$ cat src/rtl/riscv_pkg.sv
// Shared definitions for the pipelined RISC-V core: datapath width,
// branch funct3 encodings and control-bundle bit positions.
package riscv_pkg;

    localparam int XLEN_DEF = 64;

    localparam logic [2:0] F3_BEQ = 3'b000;
    localparam logic [2:0] F3_BNE = 3'b001;
    localparam logic [2:0] F3_BLT = 3'b100;
    localparam logic [2:0] F3_BGE = 3'b101;

    // ex_ctrl is {branch, mem_read, mem_write, mem_to_reg, reg_write};
    // mem_ctrl drops the branch bit and keeps the lower four.
    localparam int CTRL_REG_WRITE  = 0;
    localparam int CTRL_MEM_TO_REG = 1;
    localparam int CTRL_MEM_WRITE  = 2;
    localparam int CTRL_MEM_READ   = 3;
    localparam int CTRL_BRANCH     = 4;

    localparam int EX_CTRL_W  = 5;
    localparam int MEM_CTRL_W = 4;

endpackage

$ cat src/rtl/branch_cmp.sv
// Combinational branch resolver: turns the ALU flags into a taken/not-taken
// decision for beq/bne/blt/bge. Reused by the hazard unit.
module branch_cmp
    import riscv_pkg::*;
(
    input  logic [2:0] funct3,
    input  logic       branch,
    input  logic       zero,
    input  logic       less,
    output logic       taken
);

    always_comb begin
        taken = 1'b0;
        if (branch) begin
            case (funct3)
                F3_BEQ:  taken = zero;
                F3_BNE:  taken = !zero;
                F3_BLT:  taken = less;
                F3_BGE:  taken = !less;
                default: taken = 1'b0;
            endcase
        end
    end

endmodule

$ cat src/rtl/ex_mem_stage.sv
// EX/MEM pipeline register: captures ALU result and control, resolves
// branches, produces the registered fetch redirect and branch counters.
module ex_mem_stage
    import riscv_pkg::*;
#(
    parameter int XLEN  = XLEN_DEF,
    parameter int CNT_W = 32
) (
    input  logic                  clk,
    input  logic                  reset,
    input  logic                  ex_valid,
    input  logic [XLEN-1:0]       ex_pc,
    input  logic [XLEN-1:0]       ex_imm,
    input  logic [XLEN-1:0]       ex_rs2_data,
    input  logic [4:0]            ex_rd,
    input  logic [2:0]            ex_funct3,
    input  logic [EX_CTRL_W-1:0]  ex_ctrl,
    input  logic [XLEN-1:0]       alu_result,
    input  logic                  alu_zero,
    input  logic                  alu_less,
    input  logic                  stall,
    input  logic                  flush,
    output logic                  mem_valid,
    output logic [XLEN-1:0]       mem_alu_result,
    output logic [XLEN-1:0]       mem_write_data,
    output logic [4:0]            mem_rd,
    output logic [2:0]            mem_funct3,
    output logic [MEM_CTRL_W-1:0] mem_ctrl,
    output logic [XLEN-1:0]       mem_branch_target,
    output logic                  redirect,
    output logic [CNT_W-1:0]      branch_count,
    output logic [CNT_W-1:0]      taken_count
);

    // mem_valid qualifies every mem_* field; the only back-pressure is stall,
    // and a flush replaces the stage contents with a bubble.
    logic                  ex_taken;
    logic [XLEN-1:0]       ex_target;
    logic                  ex_is_branch;

    logic                  valid_q,  valid_d;
    logic                  taken_q,  taken_d;
    logic [MEM_CTRL_W-1:0] ctrl_q,   ctrl_d;
    logic [XLEN-1:0]       result_q, result_d;
    logic [XLEN-1:0]       wdata_q,  wdata_d;
    logic [XLEN-1:0]       target_q, target_d;
    logic [4:0]            rd_q,     rd_d;
    logic [2:0]            funct3_q, funct3_d;
    logic [CNT_W-1:0]      bcnt_q,   bcnt_d;
    logic [CNT_W-1:0]      tcnt_q,   tcnt_d;

    branch_cmp u_branch_cmp (
        .funct3 (ex_funct3),
        .branch (ex_ctrl[CTRL_BRANCH]),
        .zero   (alu_zero),
        .less   (alu_less),
        .taken  (ex_taken)
    );

    // Immediate is in halfword units; the sum wraps modulo 2^XLEN.
    assign ex_target    = ex_pc + (ex_imm << 1);
    assign ex_is_branch = ex_valid & ex_ctrl[CTRL_BRANCH];

    always_comb begin
        valid_d  = valid_q;
        taken_d  = taken_q;
        ctrl_d   = ctrl_q;
        result_d = result_q;
        wdata_d  = wdata_q;
        target_d = target_q;
        rd_d     = rd_q;
        funct3_d = funct3_q;
        bcnt_d   = bcnt_q;
        tcnt_d   = tcnt_q;
        if (flush) begin
            // Data fields are left alone; only the qualifiers are cleared.
            valid_d = 1'b0;
            taken_d = 1'b0;
            ctrl_d  = '0;
        end else if (!stall) begin
            valid_d  = ex_valid;
            taken_d  = ex_valid & ex_taken;
            ctrl_d   = ex_valid ? ex_ctrl[MEM_CTRL_W-1:0] : '0;
            result_d = alu_result;
            wdata_d  = ex_rs2_data;
            target_d = ex_target;
            rd_d     = ex_rd;
            funct3_d = ex_funct3;
            if (ex_is_branch) begin
                bcnt_d = bcnt_q + CNT_W'(1);
                if (ex_taken) begin
                    tcnt_d = tcnt_q + CNT_W'(1);
                end
            end
        end
    end

    always_ff @(posedge clk) begin
        if (!reset) begin
            valid_q  <= 1'b0;
            taken_q  <= 1'b0;
            ctrl_q   <= '0;
            result_q <= '0;
            wdata_q  <= '0;
            target_q <= '0;
            rd_q     <= '0;
            funct3_q <= '0;
            bcnt_q   <= '0;
            tcnt_q   <= '0;
        end else begin
            valid_q  <= valid_d;
            taken_q  <= taken_d;
            ctrl_q   <= ctrl_d;
            result_q <= result_d;
            wdata_q  <= wdata_d;
            target_q <= target_d;
            rd_q     <= rd_d;
            funct3_q <= funct3_d;
            bcnt_q   <= bcnt_d;
            tcnt_q   <= tcnt_d;
        end
    end

    assign mem_valid         = valid_q;
    assign mem_alu_result    = result_q;
    assign mem_write_data    = wdata_q;
    assign mem_rd            = rd_q;
    assign mem_funct3        = funct3_q;
    assign mem_ctrl          = ctrl_q;
    assign mem_branch_target = target_q;
    assign redirect          = valid_q & taken_q;
    assign branch_count      = bcnt_q;
    assign taken_count       = tcnt_q;

endmodule

$ cat config.mk
export PLATFORM = sky130hd
export DESIGN_NAME = ex_mem_stage
export DESIGN_NICKNAME = d
export VERILOG_FILES = /design/src/rtl/riscv_pkg.sv /design/src/rtl/branch_cmp.sv /design/src/rtl/ex_mem_stage.sv
export SDC_FILE = /design/constraint.sdc
export NUM_CORES = 1
export LEC_CHECK = 0
export CAP_MARGIN = 10
export CORE_AREA = 2 2 211 213
export CTS_CLUSTER_DIAMETER = 120
export CTS_CLUSTER_SIZE = 10
export DETAILED_ROUTE_END_ITERATION = 10
export DIE_AREA = 0 0 213 215
export GPL_ROUTABILITY_DRIVEN = 0
export PLACE_DENSITY = 0.66
export SKIP_CTS_REPAIR_TIMING = 1
export SLEW_MARGIN = 20
export SYNTH_ARGS = -nofsm -noshare
export SYNTH_HDL_FRONTEND = slang
export SYNTH_SLANG_ARGS = --single-unit
$ cat constraint.sdc
create_clock -name clk -period 3.25 [get_ports clk]
set_input_delay 0.325 -clock clk [delete_from_list [all_inputs] [get_ports clk]]
set_output_delay 0.325 -clock clk [all_outputs]
set_load 0.02 [all_outputs]
Yosys cells after proc, flatten, opt, wreduce, memory -nomap -nowiden --
Cells that the tools add are included.
Cells by class: add/sub/neg operators 3, equal/unequal tests 3, multiplexer cells 3, bitwise operators 6, reduce and logical (&&, ||, !) cells 7
Operator list (count):
- 32-bit by 1-bit adder with 32-bit output, second input constant | 2
- 64-bit adder | 1
- 3-bit == test, second input constant | 2
- 4-bit two-way mux | 1
- 1-bit case mux with 4 select lines | 1
- 4-bit AND reduction | 1
- 1-bit bitwise AND | 3
- 3-bit by 1-bit == test with 1-bit output, second input constant | 1
- 3-bit zero test | 1
- 1-bit NOT | 3
- 3-bit AND reduction | 1
- 1-bit zero test | 2
- 2-bit AND reduction | 1
- 2-bit OR reduction | 1
- 1-bit two-way mux | 1
Word-level totals: register bits after elaboration 270, input port bits 276, logic and storage cells 32

Logic depth before layout (Yosys ltp) --
word-level depth 4, gate-level depth with buffers 12, mapped depth without buffers 12

Modules after synthesis --
A second synthesis with hierarchy kept.
Second synthesis, totals: cells, all modules 1722, area total of the unflattened synthesis 13267.7 um^2
By module, submodules not included:
- ex_mem_stage | instances 1, cells each 1718, area each 13231.4 um^2
- branch_cmp | instances 1, cells each 4, area each 36.3 um^2

Worst setup path before layout --
No wires, ideal clock.
kind input port to flip-flop, start in ex_pc[1], end reg target_q[49], in the netlist mem_branch_target[49], setup time 122 ps, arrival time 3024 ps, setup slack 104 ps, cell stages on the path 12, cell sequence ha_1 -> fa_1 -> a21o_1 -> a221o_2 -> a221oi_2 -> o41ai_4 -> a21oi_2 -> o41ai_4 -> a21boi_2 -> nor3_2 -> mux2i_1 -> a311o_1
On the way: cells in the longest elaborated chain, start to end 1
Ends and longest elaborated chain:
- start, declared | RTL line ex_mem_stage.sv:12 | input logic [XLEN-1:0] ex_pc,
- 64-bit adder | RTL line ex_mem_stage.sv:61 | assign ex_target = ex_pc + (ex_imm << 1);
- end signal, assigned | RTL line ex_mem_stage.sv:116 | target_q <= target_d;
- end, declared | RTL line ex_mem_stage.sv:46 | logic [XLEN-1:0] target_q, target_d;
No other way between the ends. A chain may end at the register's enable or synchronous reset.

Final worst setup path --
start in ex_imm[0], end reg target_q[49], in the netlist mem_branch_target[49]
On the way: cells in the longest elaborated chain, start to end 1
Ends and longest elaborated chain:
- start, declared | RTL line ex_mem_stage.sv:13 | input logic [XLEN-1:0] ex_imm,
- 64-bit adder | RTL line ex_mem_stage.sv:61
No other way between the ends.

==> results.py <==
metrics = {
    "outcome": {
        "status": "finished clean",
    },
    "final_layout": {
        "final_cells": 2900,
        "layout_commonest_cell": "clkdlybuf4s50_1",
        "fillers": 4219,
        "final_cell_mix": "clkdlybuf4s50_1, nand2_1, dfxtp_1",
        "drive_gt1_frac": 0.07118,
        "area_growth_pct": 54.82,
        "multi_input_area_mm2": 0.007791,
        "seqCellArea_mm2": 0.005405,
        "fin_nets": 2646,
    },
    "power_and_ir_drop": {
        "internal_power_w": 0.006160,
        "ir_worst_vdd_uv": 378.1,
        "p_switching_w": 0.002466,
        "p_per_area_mw_per_mm2": 408.6,
        "clkPwrFrac": 0.344,
        "p_seq_frac": 0.409,
        "combPwrFrac": 0.247,
        "p_leak_nw": 7.997,
        "swShare": 0.2858,
    },
    "drt": {
        "post_drt_wl_per_cell_um": 17.83,
        "antenna_left": 0,
        "route.met3.wl_um": 4629,
        "firstDrtPassIters": 5,
        "wl_met2_um": 25100,
        "route.top_layer_used": "met5",
        "viasPerCell": 4.944,
        "drtIter0Drc": 783,
        "met1_length_um": 20880,
        "num_vias": 14337,
        "drc": 0,
        "drt_wl_total_um": 51710,
    },
    "synth": {
        "synthFlopType": "dfxtp_1",
        "yosys.area_share.simple": 0.2376,
        "synthAdderAreaFrac": 0.06020,
        "netlist.top_cell.by_area": "dfxtp_1",
        "yosysSeqAreaShare": 0.3964,
        "synthTopCellsByArea": "dfxtp_1, nand2_1, a21oi_1",
        "synth_edf_count": 0,
        "synth_cell_types": 69,
        "avgSynthCellArea_um2": 7.936,
        "netlist_area_mm2": 0.01363,
        "synthMuxAreaShare": 0.004405,
        "synth_top_family_by_area": "simple AND/OR/NAND/NOR gates",
        "ys_ff_latch": 270,
        "netlist.area_leader.share": 0.3964,
        "ys_warn_count": 0,
        "syn-num-nets": 2059,
        "syn_inst": 1718,
        "synth_compound_area_frac": 0.1982,
        "synthArstFlopShare": 0,
        "synth-xor-area-share": 0.07002,
    },
    "hold_path": {
        "hold_depth": 2,
        "hold_end": "mem_branch_target[60]",
        "hp-class": "input port to register",
        "worstHoldStart": "reset",
    },
    "place": {
        "io_buffers": 544,
        "dp_hpwl_um": 40320,
        "dpl.cell_count": 2864,
    },
    "sta": {
        "fin_worst_skew_ns": 0.01098,
        "setup_viol": 0,
        "finalHoldViolCount": 0,
        "tightest_slew_ns": 0.9365,
        "rsz0062_at_grt": "true",
        "hold_slack_ns": 0.1727,
        "maxSlewViolCount": 0,
        "finalCriticalPeriod_ns": 3.088,
        "fmax_mhz": 323.8,
        "slew_headroom": 0.3757,
        "min_period_over_period": 0.9502,
    },
    "setup_path": {
        "worstPathArrival_ns": 3.55,
        "cp_slowest_stage_delay_ns": 0.42,
        "worstReg2RegStart": "branch_count[3]",
        "worstPathCellList": "clkdlybuf4s50_1 -> ha_1 -> fa_1 -> a21o_1 -> a221o_2 -> a221oi_2 -> buf_4 -> o41ai_4 -> a21oi_2 -> o41ai_4 -> a21boi_2 -> nor3_2 -> mux2i_1 -> a311o_1",
        "cp-start-kind": "input port",
        "endpoint_kind": "register",
        "critPathSlowestCell": "clkdlybuf4s50_1",
        "reg2reg_to": "branch_count[31]",
        "crit_type": "input port to register",
        "rrSetupSlack_ns": 1.12,
        "worstPathRequired_ns": 3.71,
        "r2r_cells": 8,
        "worst-path-max-fanout": 3,
        "crit_top_cell": "o41ai_4",
    },
    "clocking": {
        "cts_max_path_buffers": 3,
        "cts_sinks": 270,
        "numCtsBuffers": 30,
        "root_buffer": "clkbuf_16",
        "cts_tree": "built",
        "cts_max_level": 1,
        "clk_latency_ns": 0.56,
        "cts.clk_slew.worst_paths_ns": 0.07,
    },
    "grt": {
        "antenna_found_initial": 5,
        "grt_pass1_vias": 14111,
        "grt_overflow": 0,
        "grt_pass1_wl_um": 78850,
        "grt_max_degree": 162,
        "grt_use_total": 0.2174,
    },
    "run": {
        "drv_cap": 0,
    },
    "die": {
        "initial_utilization": 0.3124,
        "std_cell_rows": 77,
        "fp.dieArea_mm2": 0.04580,
        "num_io_pins": 546,
        "die_x_um": 213,
        "dieHeight_um": 215,
        "core_area_mm2": 0.04364,
    },
}
## how the worst max path moves through the flow
| stage | slack, ns | start | end | cells after the start |
|---|---|---|---|---|
| after floorplan | 0.10 | ex_pc[1] | mem_branch_target[49] | 12 |
| after global placement | -0.43 | ex_pc[1] | mem_branch_target[49] | 14 |
| after detailed placement | -0.50 | ex_pc[1] | mem_branch_target[49] | 14 |
| after CTS | 0.12 | ex_imm[0] | mem_branch_target[49] | 14 |
| after global routing | -0.03 | ex_imm[0] | mem_branch_target[49] | 14 |
| final | 0.16 | ex_imm[0] | mem_branch_target[49] | 14 |
## state kept, by name, summed over array words and instances (netlist names)
signal / flops
mem_branch_target: 64
mem_write_data: 64
mem_ctrl: 4
taken_q: 1
branch_count: 32
mem_funct3: 3
mem_valid: 1
mem_rd: 5
taken_count: 32
mem_alu_result: 64
## power groups by stage
stage / Clock (W) / Sequential [W] / Combinational, W
2_1_floorplan: 0 / 0.00376 / 0.000873
3_3_place_gp: 0 / 0.00360 / 0.00210
3_5_place_dp: 0 / 0.00360 / 0.00211
4_1_cts: 0.00306 / 0.00353 / 0.00213
5_1_grt: 0.00317 / 0.00354 / 0.00231
6_report: 0.00296 / 0.00353 / 0.00213
## synth_stat cells (all sizes together), types with 4 or more instances
master / n
and4: 4
o21bai: 11
nand2: 423
nand3: 58
o41ai: 4
o21ai: 75
a21boi: 65
a31oi: 10
clkbuf: 92
nor2b: 13
and3: 17
or3: 18
o31ai: 5
xor2: 33
a21oi: 190
mux2i: 6
o211ai: 5
dfxtp: 270
buf: 8
and2: 68
o21a: 5
a21o: 23
nand4: 32
a22oi: 4
nor2: 53
inv: 19
o2111ai: 5
nor3: 14
a211oi: 6
ha: 64
xnor2: 76
## cell families after synthesis
| family | count (synthesis) |
|---|---|
| muxes | 6 |
| buffers and inverters | 119 |
| and+or+nand+nor | 715 |
| AOI/OAI and AO/OA | 434 |
| xor gates and xnor gates | 109 |
| DFF | 270 |
| adders and majority gates | 65 |
## worst max-delay path, delay by kind of cell
kind	cells	cell delay, ns
buffers and inverters	2	0.60
multiplexers	1	0.12
AND/OR/NAND/NOR	1	0.07
AO/OA/AOI/OAI	8	1.81
adder cells (fa/ha/maj)	2	0.62
## per-layer routing
layer  GRT usage  up-vias
met1      0.2621     6674
met5           0        -
met4     0.06200        2
met2      0.3757      527
li1            -     7061
met3     0.05962       73
## per-stage QoR
stage / instance area (um2) / TNS [ns] / total power (W) / utilization / setup slack, ns
2_1_floorplan: 13630 / 0 / 0.004637 / - / 0.1041
3_5_place_dp: 20310 / -5.948 / 0.005713 / 0.4654 / -0.4959
5_1_grt: 21110 / -0.02989 / 0.009025 / 0.4836 / -0.02989
4_1_cts: 21090 / 0 / 0.008720 / 0.4831 / 0.1192
6_report: 21110 / 0 / 0.008626 / 0.4837 / 0.1618
3_3_place_gp: 20310 / -4.924 / 0.005693 / 0.4654 / -0.4268
## cell type report
cell class | instances | share of cell area
diodes | 4 | 0.0004742
inverters | 19 | 0.003438
repair buffers | 655 | 0.2991
flip-flops and latches | 270 | 0.2561
multi-input cells | 1329 | 0.3691
well taps | 592 | 0.03509
clock buffers | 31 | 0.03675
Power figures use the tool's default switching activity.
